--- config.mk ---
export PLATFORM = sky130hd
export DESIGN_NAME = btn_conditioner
export DESIGN_NICKNAME = d
export VERILOG_FILES = /design/src/rtl/alu_pkg.sv /design/src/rtl/btn_debounce_ch.sv /design/src/rtl/btn_conditioner.sv
export SDC_FILE = /design/constraint.sdc
export NUM_CORES = 1
export LEC_CHECK = 0
export BUFFER_PORTS_ARGS = -buffer_cell sky130_fd_sc_hd__buf_2
export CORE_MARGIN = 2
export CORE_UTILIZATION = 59
export DETAILED_ROUTE_END_ITERATION = 6
export GPL_ROUTABILITY_DRIVEN = 1
export PLACE_DENSITY_LB_ADDON = 0.2
export SLEW_MARGIN = 15
export SYNTH_ARGS = -nofsm -noshare
export SYNTH_HDL_FRONTEND = slang
export SYNTH_SLANG_ARGS = --single-unit
--- constraint.sdc ---
create_clock -name clock -period 1.8 [get_ports clock]
set_input_delay 0.18 -clock clock [delete_from_list [all_inputs] [get_ports clock]]
set_output_delay 0.18 -clock clock [all_outputs]
set_load 0.02 [all_outputs]
--- src/rtl/alu_pkg.sv ---
// Shared constants for the ALU front end: button channel count, channel
// indices and the per-channel debounce state encoding.
package alu_pkg;

  localparam int NB_INPUT_SELECT = 3;

  localparam int DATA_A  = 0;
  localparam int DATA_B  = 1;
  localparam int OP_CODE = 2;

  typedef enum logic [1:0] {
    DB_IDLE,
    DB_WAIT_HIGH,
    DB_HIGH,
    DB_WAIT_LOW
  } db_state_e;

endpackage

--- src/rtl/btn_debounce_ch.sv ---
// One button channel: 2-flop synchronizer, debounce FSM with stability counter,
// registered level and press strobe. BTN_CONDITIONER_RELEASE_PULSE_EN adds a release strobe.
module btn_debounce_ch
  import alu_pkg::*;
#(
  parameter int N_DEBOUNCE = 4
) (
  input  logic clock,
  input  logic i_rst,
  input  logic btn,
  output logic level,
  output logic pulse
`ifdef BTN_CONDITIONER_RELEASE_PULSE_EN
  ,
  output logic fall
`endif
);

  localparam int CNT_W = $clog2(N_DEBOUNCE);
  localparam logic [CNT_W-1:0] CNT_LAST = CNT_W'(N_DEBOUNCE - 1);

  logic            sync_p0;
  logic            sync_p1;
  db_state_e       state;
  logic [CNT_W-1:0] cnt;

  // The counter is only examined in the WAIT states and cleared on every exit,
  // so it can never wrap.
  always_ff @(posedge clock or posedge i_rst) begin
    if (i_rst) begin
      sync_p0 <= 1'b0;
      sync_p1 <= 1'b0;
      state   <= DB_IDLE;
      cnt     <= '0;
      level   <= 1'b0;
      pulse   <= 1'b0;
`ifdef BTN_CONDITIONER_RELEASE_PULSE_EN
      fall    <= 1'b0;
`endif
    end else begin
      sync_p0 <= btn;
      sync_p1 <= sync_p0;
      pulse   <= 1'b0;
`ifdef BTN_CONDITIONER_RELEASE_PULSE_EN
      fall    <= 1'b0;
`endif
      case (state)
        DB_IDLE: begin
          if (sync_p1) begin
            state <= DB_WAIT_HIGH;
            cnt   <= '0;
          end
        end
        DB_WAIT_HIGH: begin
          if (!sync_p1) begin
            state <= DB_IDLE;
            cnt   <= '0;
          end else if (cnt == CNT_LAST) begin
            state <= DB_HIGH;
            cnt   <= '0;
            level <= 1'b1;
            pulse <= 1'b1;
          end else begin
            cnt <= cnt + 1'b1;
          end
        end
        DB_HIGH: begin
          if (!sync_p1) begin
            state <= DB_WAIT_LOW;
            cnt   <= '0;
          end
        end
        DB_WAIT_LOW: begin
          if (sync_p1) begin
            state <= DB_HIGH;
            cnt   <= '0;
          end else if (cnt == CNT_LAST) begin
            state <= DB_IDLE;
            cnt   <= '0;
            level <= 1'b0;
`ifdef BTN_CONDITIONER_RELEASE_PULSE_EN
            fall  <= 1'b1;
`endif
          end else begin
            cnt <= cnt + 1'b1;
          end
        end
        default: begin
          state <= DB_IDLE;
          cnt   <= '0;
        end
      endcase
    end
  end

endmodule

--- src/rtl/btn_conditioner.sv ---
// Debounces the DATA_A / DATA_B / OP_CODE push buttons into clean levels and
// one-cycle press strobes. BTN_CONDITIONER_RELEASE_PULSE_EN adds o_btn_release.
module btn_conditioner #(
  parameter int NB_INPUT_SELECT = alu_pkg::NB_INPUT_SELECT,
  parameter int N_DEBOUNCE      = 4
) (
  input  logic                       clock,
  input  logic                       i_rst,
  input  logic [NB_INPUT_SELECT-1:0] i_btn,
  output logic [NB_INPUT_SELECT-1:0] o_btn_level,
  output logic [NB_INPUT_SELECT-1:0] o_btn_pulse
`ifdef BTN_CONDITIONER_RELEASE_PULSE_EN
  ,
  output logic [NB_INPUT_SELECT-1:0] o_btn_release
`endif
);

  // Channels are fully independent; no priority between simultaneous presses.
  for (genvar k = 0; k < NB_INPUT_SELECT; k++) begin : g_ch
    btn_debounce_ch #(
      .N_DEBOUNCE(N_DEBOUNCE)
    ) u_ch (
      .clock (clock),
      .i_rst (i_rst),
      .btn   (i_btn[k]),
      .level (o_btn_level[k]),
      .pulse (o_btn_pulse[k])
`ifdef BTN_CONDITIONER_RELEASE_PULSE_EN
      ,
      .fall  (o_btn_release[k])
`endif
    );
  end

endmodule

==> results of run 1 <==
## power by group through the flow
| stage | logic, W | clock network, W | registers, W |
|---|---|---|---|
| 6_report | 0.000366 | 0.000379 | 0.000805 |
| 5_1_grt | 0.000426 | 0.000406 | 0.000824 |
| 4_1_cts | 0.000372 | 0.000384 | 0.000806 |
| 3_5_place_dp | 0.000366 | 0 | 0.000816 |
| 3_3_place_gp | 0.000352 | 0 | 0.000809 |
| 2_1_floorplan | 0.000334 | 0 | 0.000788 |
## cells in the final DEF, fill, tap and decap left out, types with 3 or more instances in the layout
cell type and instances:
dlygate4sd3_1 4, nand2_1 8, nand2b_1 6, nand3_1 5
inv_1 5, nor2_1 4, dfrtp_1 24, ha_1 3
o21ai_0 5, o31ai_1 3, buf_2 10, clkbuf_4 3
## metrics by stage
step	setup WS, ns	instances
global route	0.565	110
CTS	0.618	110
finish	0.621	110
detailed placement	0.637	102
floorplan	0.672	81
global placement	0.649	102
## final timing paths
check,cells past startpoint,endpoint
min in group clock,0,g_ch[2].u_ch.sync_p1$_DFF_PP0_
setup / recovery,3,register
max in group asynchronous,4,g_ch[1].u_ch.state[0]$_DFFE_PP0P_
hold reg to reg,0,g_ch[2].u_ch.sync_p1$_DFF_PP0_
hold / removal,3,g_ch[2].u_ch.level$_DFFE_PP0P_
setup reg to reg,3,register
## worst reg2reg max path, stage by stage (launching register included)
cell and delay (ns):
dfrtp_1 0.42, ha_1 0.21, nand2_1 0.12, mux2_2 0.34
## timing repair
item	in CTS	in global routing
hold endpoints to repair	27	0
gates resized for setup	0	0
hold buffers	4	0
## per-layer routing
layer | vias up | global-route usage, %
met4 | 0 | 9.09
li1 | 288 | -
met1 | 290 | 21.3
met2 | 8 | 26.2
met3 | 2 | 2.45
met5 | - | 0
## kinds of logic (layout without fill, tap and decap cells)
group | Yosys count | count (layout) | share of synthesized area [%]
and+or+nand+nor | 28 | 28 | 14.9
DFF | 24 | 24 | 62.7
AOI/OAI and AO/OA | 11 | 11 | 7.18
buffers and inverters | 11 | 24 | 6.66
adders and majority gates | 3 | 3 | 3.92
xor gates and xnor gates | 3 | 3 | 3.53
muxes | 1 | 1 | 1.17
## area by class of cell
type                       instances  area [µm²]  area share [%]
inverter                           5        18.8            1.73
clock buffer                       3        22.5            2.08
timing repair buffer              15        97.6            9.01
multi-input combinational         46         294            27.1
sequential                        24         601            55.4
tap                               16        20.0            1.85
clock inverter                     1        30.0            2.77
==> flow_summary.yaml, run 1 <==
synth:
  ys_top_cells_by_count: "24 x dfrtp_1, 8 x nand2_1, 6 x buf_4, 6 x nand2b_1"
  syn_inst: 81
  synth-seq-cells: 24
  avgSynthCellArea_um2: 11.8
  ys_async_sr_fraction_pct: 100
  yosysTopAreaCellShare_pct: 62.7
  yosysTopAreaCell: "dfrtp_1"
  syn-num-nets: 89
  synth_edf_count: 0
  synth_area_um2: 958
  synthDistinctLibCells: 19
  yosysMostFrequentCell: "dfrtp_1"
  yosys-top-cells-area: "dfrtp_1 63%, buf_4 4.7%, ha_1 3.9%"
  ys_warn_count: 0
  ys.flop_type: "dfrtp_1"
  ys_seq_area_share_pct: 62.7
worst_setup_path:
  cp-end-kind: "register"
  startpoint: "g_ch[0].u_ch.cnt[0]$_DFFE_PP0P_"
  cp.required_ns: 2.01
  path_class: "register to register"
  critPathTopFamily: "flip-flops"
  slowest_stage: "dfrtp_1"
  crit_fanout: 4
  cp_slowest_stage_delay_ns: 0.42
  cp_num_buf_inv: 0
  critPathLaunchType: "register"
  ff2ff_setup_slack_ns: 0.62
  arrival_ns: 1.39
  rr_startpoint: "g_ch[0].u_ch.cnt[0]$_DFFE_PP0P_"
  crit_path_cell_trace: "ha_1 > nand2_1 > mux2_2"
global_routing:
  grt_remaining_overflow: 0
  grt_use_total_pct: 16.3
  grt_pass1_vias: 562
  antenna_found_initial: 0
  grt_pass1_wl_um: 2240
  grt_max_degree: 23
power_and_ir_drop:
  p_int_w: 0.00108
  clockPowerShare_pct: 24.4
  switching_share_pct: 30.3
  power_density_nw_per_um2: 1430
  p_leak_nw: 0.540
  combPwrFrac_pct: 23.6
  seqPwrFrac_pct: 52.0
  switchingPower_w: 0.000469
  irDropWorstVdd_mv: 0.782
  finalPower_w: 0.00155
timing:
  final.min_clock_period_ns: 1.18
  finalMaxSlewViolations: 0
  slew_headroom_pct: 79.1
  finalHoldViolCount: 0
  finalSetupTns_ns: 0
  worst_hold_slack_ns: 0.263
  tightest_slew_ns: 0.312
  fin_crit_sh_pct: 65.5
  rsz0062_at_grt: "false"
  setup_violations: 0
  clock.fmax_ghz: 0.848
  finClkSkew_ns: 0.0106
clock_network:
  htreeDepth: 1
  clockBufferDepth: 2
  clock_latency_ns: 0.31
  clk_pin_slew_worst_paths_ns: 0.13
  cts_root_buf: "clkbuf_4"
  cts_tree: "done"
  post_cts_buffers: 0
  cts.sinks: 24
  numCtsBuffers: 3
detailed_routing:
  ant_nets: 0
  dr_total_vias: 588
  dr_wl_met2_um: 635
  drcViolationCount: 0
  post_drt_wl_per_cell_um: 11.6
  wl_met3_um: 31
  top_layer: "met4"
  vias_per_cell: 5.35
  wl_um: 1280
  first_pass_iters: 4
  drt_iter0_drc: 4
  met1_length_um: 603
die:
  start_util_pct: 63.6
  chipWidth_um: 44.3
  rows: 14
  dieHeight_um: 44.3
  core_um2: 1510
  ioPinCount: 11
  dieArea_um2: 1960
layout:
  stdcell_area_um2: 1080
  fillers: 102
  fin_util_pct: 71.9
  syn_to_final_growth_pct: 13.1
  drive_gt1_share_pct: 19.1
  diodes: 0
  nNetsFinal: 103
place:
  hpwl_um: 917
  place_area_um2: 991
  port_buffers: 10
  place_congestion: 0.768
hold_path:
  hp-class: "input port to async pin"
job:
  drv_cap: 0
status:
  status: "complete, no violations"
(Power assumes the default switching activity.)
==> run 2: changes to the inputs <==
--- a/config.mk
+++ b/config.mk
@@ -7,7 +7,7 @@
 export LEC_CHECK = 0
 export BUFFER_PORTS_ARGS = -buffer_cell sky130_fd_sc_hd__buf_2
 export CORE_MARGIN = 2
-export CORE_UTILIZATION = 59
+export CORE_UTILIZATION = 54
 export DETAILED_ROUTE_END_ITERATION = 6
 export GPL_ROUTABILITY_DRIVEN = 1
 export PLACE_DENSITY_LB_ADDON = 0.2
==> constraint.sdc (replaced) <==
create_clock -name clock -period 1.1 [get_ports clock]
set_input_delay 0.11 -clock clock [delete_from_list [all_inputs] [get_ports clock]]
set_output_delay 0.11 -clock clock [all_outputs]
set_load 0.02 [all_outputs]
==> run 2 against run 1 <==
Wire length decreased by 4.6%. First-iteration DRC count unchanged. Fmax increased by 9.4%. Combinational power increased by 88%. Clock power increased by 15%. Critical path depth unchanged. Clock skew decreased by 0.0054 ns. Via count decreased by 1.2%. Count of clock-buffer cells in the layout increased by 1. Power increased by 59%. Sequential share of layout area decreased by 2.7 points. Utilization decreased by 4.4 points.
==> flow_summary.yaml, run 2 (synthesis results as in run 1) <==
layout:
  diodes: 0
  layoutNonFillerInstCount: 115
  nNetsFinal: 107
  final_common_cell: "dfrtp_1"
  fillers: 120
  syn_to_final_growth_pct: 19.1
  drive_gt1_share_pct: 30.6
  mostFrequentLayoutCells: "23 x dfrtp_1, 10 x buf_2, 7 x nand2_1"
worst_setup_path:
  cp.required_ns: 1.30
  slowest_stage: "dfrtp_1"
  rr_startpoint: "g_ch[0].u_ch.cnt[1]$_DFFE_PP0P_"
  crit_fanout: 4
  crit_path_cell_trace: "ha_2 > nand2_4 > mux2_4"
  arrival_ns: 1.28
  critPathLaunchType: "register"
  ff2ff_setup_slack_ns: 0.02
  path_class: "register to register"
  cp_slowest_stage_delay_ns: 0.40
  cp-end-kind: "register"
  reg2reg_depth: 3
  startpoint: "g_ch[0].u_ch.cnt[1]$_DFFE_PP0P_"
timing:
  finalHoldViolCount: 0
  fin_crit_sh_pct: 98.0
  final.min_clock_period_ns: 1.08
  tightest_slew_ns: 0.291
  slew_headroom_pct: 80.6
  rsz0062_at_grt: "true"
  clock.fmax_ghz: 0.928
  finClkSkew_ns: 0.00518
  setup_violations: 0
  finalMaxSlewViolations: 0
clock_network:
  cts_root_buf: "clkbuf_4"
  cts_tree: "done"
  clockBufferDepth: 2
  htreeDepth: 1
  numCtsBuffers: 3
  clk_pin_slew_worst_paths_ns: 0.12
  cts.sinks: 24
  clock_latency_ns: 0.30
die:
  ioPinCount: 11
  core_um2: 1690
  start_util_pct: 56.7
  rows: 15
  dieHeight_um: 46.1
  dieArea_um2: 2130
  chipWidth_um: 46.1
power_and_ir_drop:
  p_leak_nw: 0.565
  finalPower_w: 0.00246
  irDropWorstVdd_mv: 1.13
  power_density_nw_per_um2: 2160
global_routing:
  grt_use_total_pct: 12.9
  antenna_found_initial: 0
  grt_pass1_wl_um: 1950
  grt_max_degree: 25
  grt_remaining_overflow: 0
  grt_pass1_vias: 470
place:
  place_congestion: 0.743
  dp_cells: 104
  port_buffers: 10
  hpwl_um: 845
detailed_routing:
  vias_per_cell: 5.05
  first_pass_iters: 4
  dr_total_vias: 581
  drcViolationCount: 0
  drt_iter0_drc: 4
  ant_nets: 0
  post_drt_wl_per_cell_um: 10.6
  wl_um: 1220
status:
  status: "complete, no violations"
hold_path:
  hp-class: "register to register"
job:
  drv_cap: 0
## run 2: timing repair
action / CTS / global route
buffers inserted: 0 / 3
hold buffers: 4 / 0
pin swaps: 1 / 2
resized for setup: 1 / 9
endpoints found under the hold margin: 27 / 0
endpoints found under the setup margin: 1 / 9
## run 2: area by class of cell
type / instances / area (µm²) / share of cell area [%]
clock buffer: 4 / 36.3 / 3.18
inverter: 5 / 18.8 / 1.64
multi-input combinational: 46 / 335 / 29.4
sequential: 24 / 602 / 52.7
tap: 17 / 21.3 / 1.86
timing repair buffer: 19 / 128 / 11.2
## run 2: layer usage
metal | share of wire (%) | track usage, % | wire length, µm
met1 | 50 | 18.6 | 617
met2 | 45 | 18.3 | 553
met3 | 2.8 | 3.53 | 34
met4 | 1.4 | 5.14 | 17
met5 | 0 | 0 | 0
## run 2: worst min path at each step
| stage | from | to | slack (ns) | depth (start not counted) |
|---|---|---|---|---|
| after floorplan | i_rst | async pin | 0.12 | 1 |
| after global routing | g_ch[0].u_ch.sync_p0$_DFF_PP0_ | g_ch[0].u_ch.sync_p1$_DFF_PP0_ | 0.37 | 0 |
| after detailed placement | i_rst | async pin | 0.17 | 3 |
| after global placement | i_rst | async pin | 0.16 | 3 |
| final | g_ch[2].u_ch.sync_p0$_DFF_PP0_ | g_ch[2].u_ch.sync_p1$_DFF_PP0_ | 0.36 | 0 |
| after CTS | g_ch[2].u_ch.sync_p0$_DFF_PP0_ | g_ch[2].u_ch.sync_p1$_DFF_PP0_ | 0.36 | 0 |
## run 2: where the power goes
part           switching (W)  internal, W  total (W)
registers           0.000222      0.00112    0.00134
clock network       0.000232     0.000202   0.000434
logic               0.000339     0.000349   0.000688
## run 2: worst max-delay path, delay by kind of cell (launching register included)
kind,cells,cell delay [ns]
flops,1,0.40
mux,1,0.30
fa+ha+maj,1,0.21
simple gates,1,0.08
## run 2: per-stage QoR
step / worst slack, ns / utilization (%) / cell area [µm²] / hold WS, ns / setup TNS [ns]
after floorplan: 0.0229 / - / 963 / 0.125 / 0
final: 0.0222 / 67.6 / 1140 / 0.360 / 0
after CTS: 0.0113 / 64.2 / 1080 / 0.364 / 0
after detailed placement: 0.00434 / 59.5 / 1000 / 0.166 / 0
after global routing: -0.0516 / 67.6 / 1140 / 0.374 / -0.0638
after global placement: 0.0229 / 59.5 / 1000 / 0.163 / 0
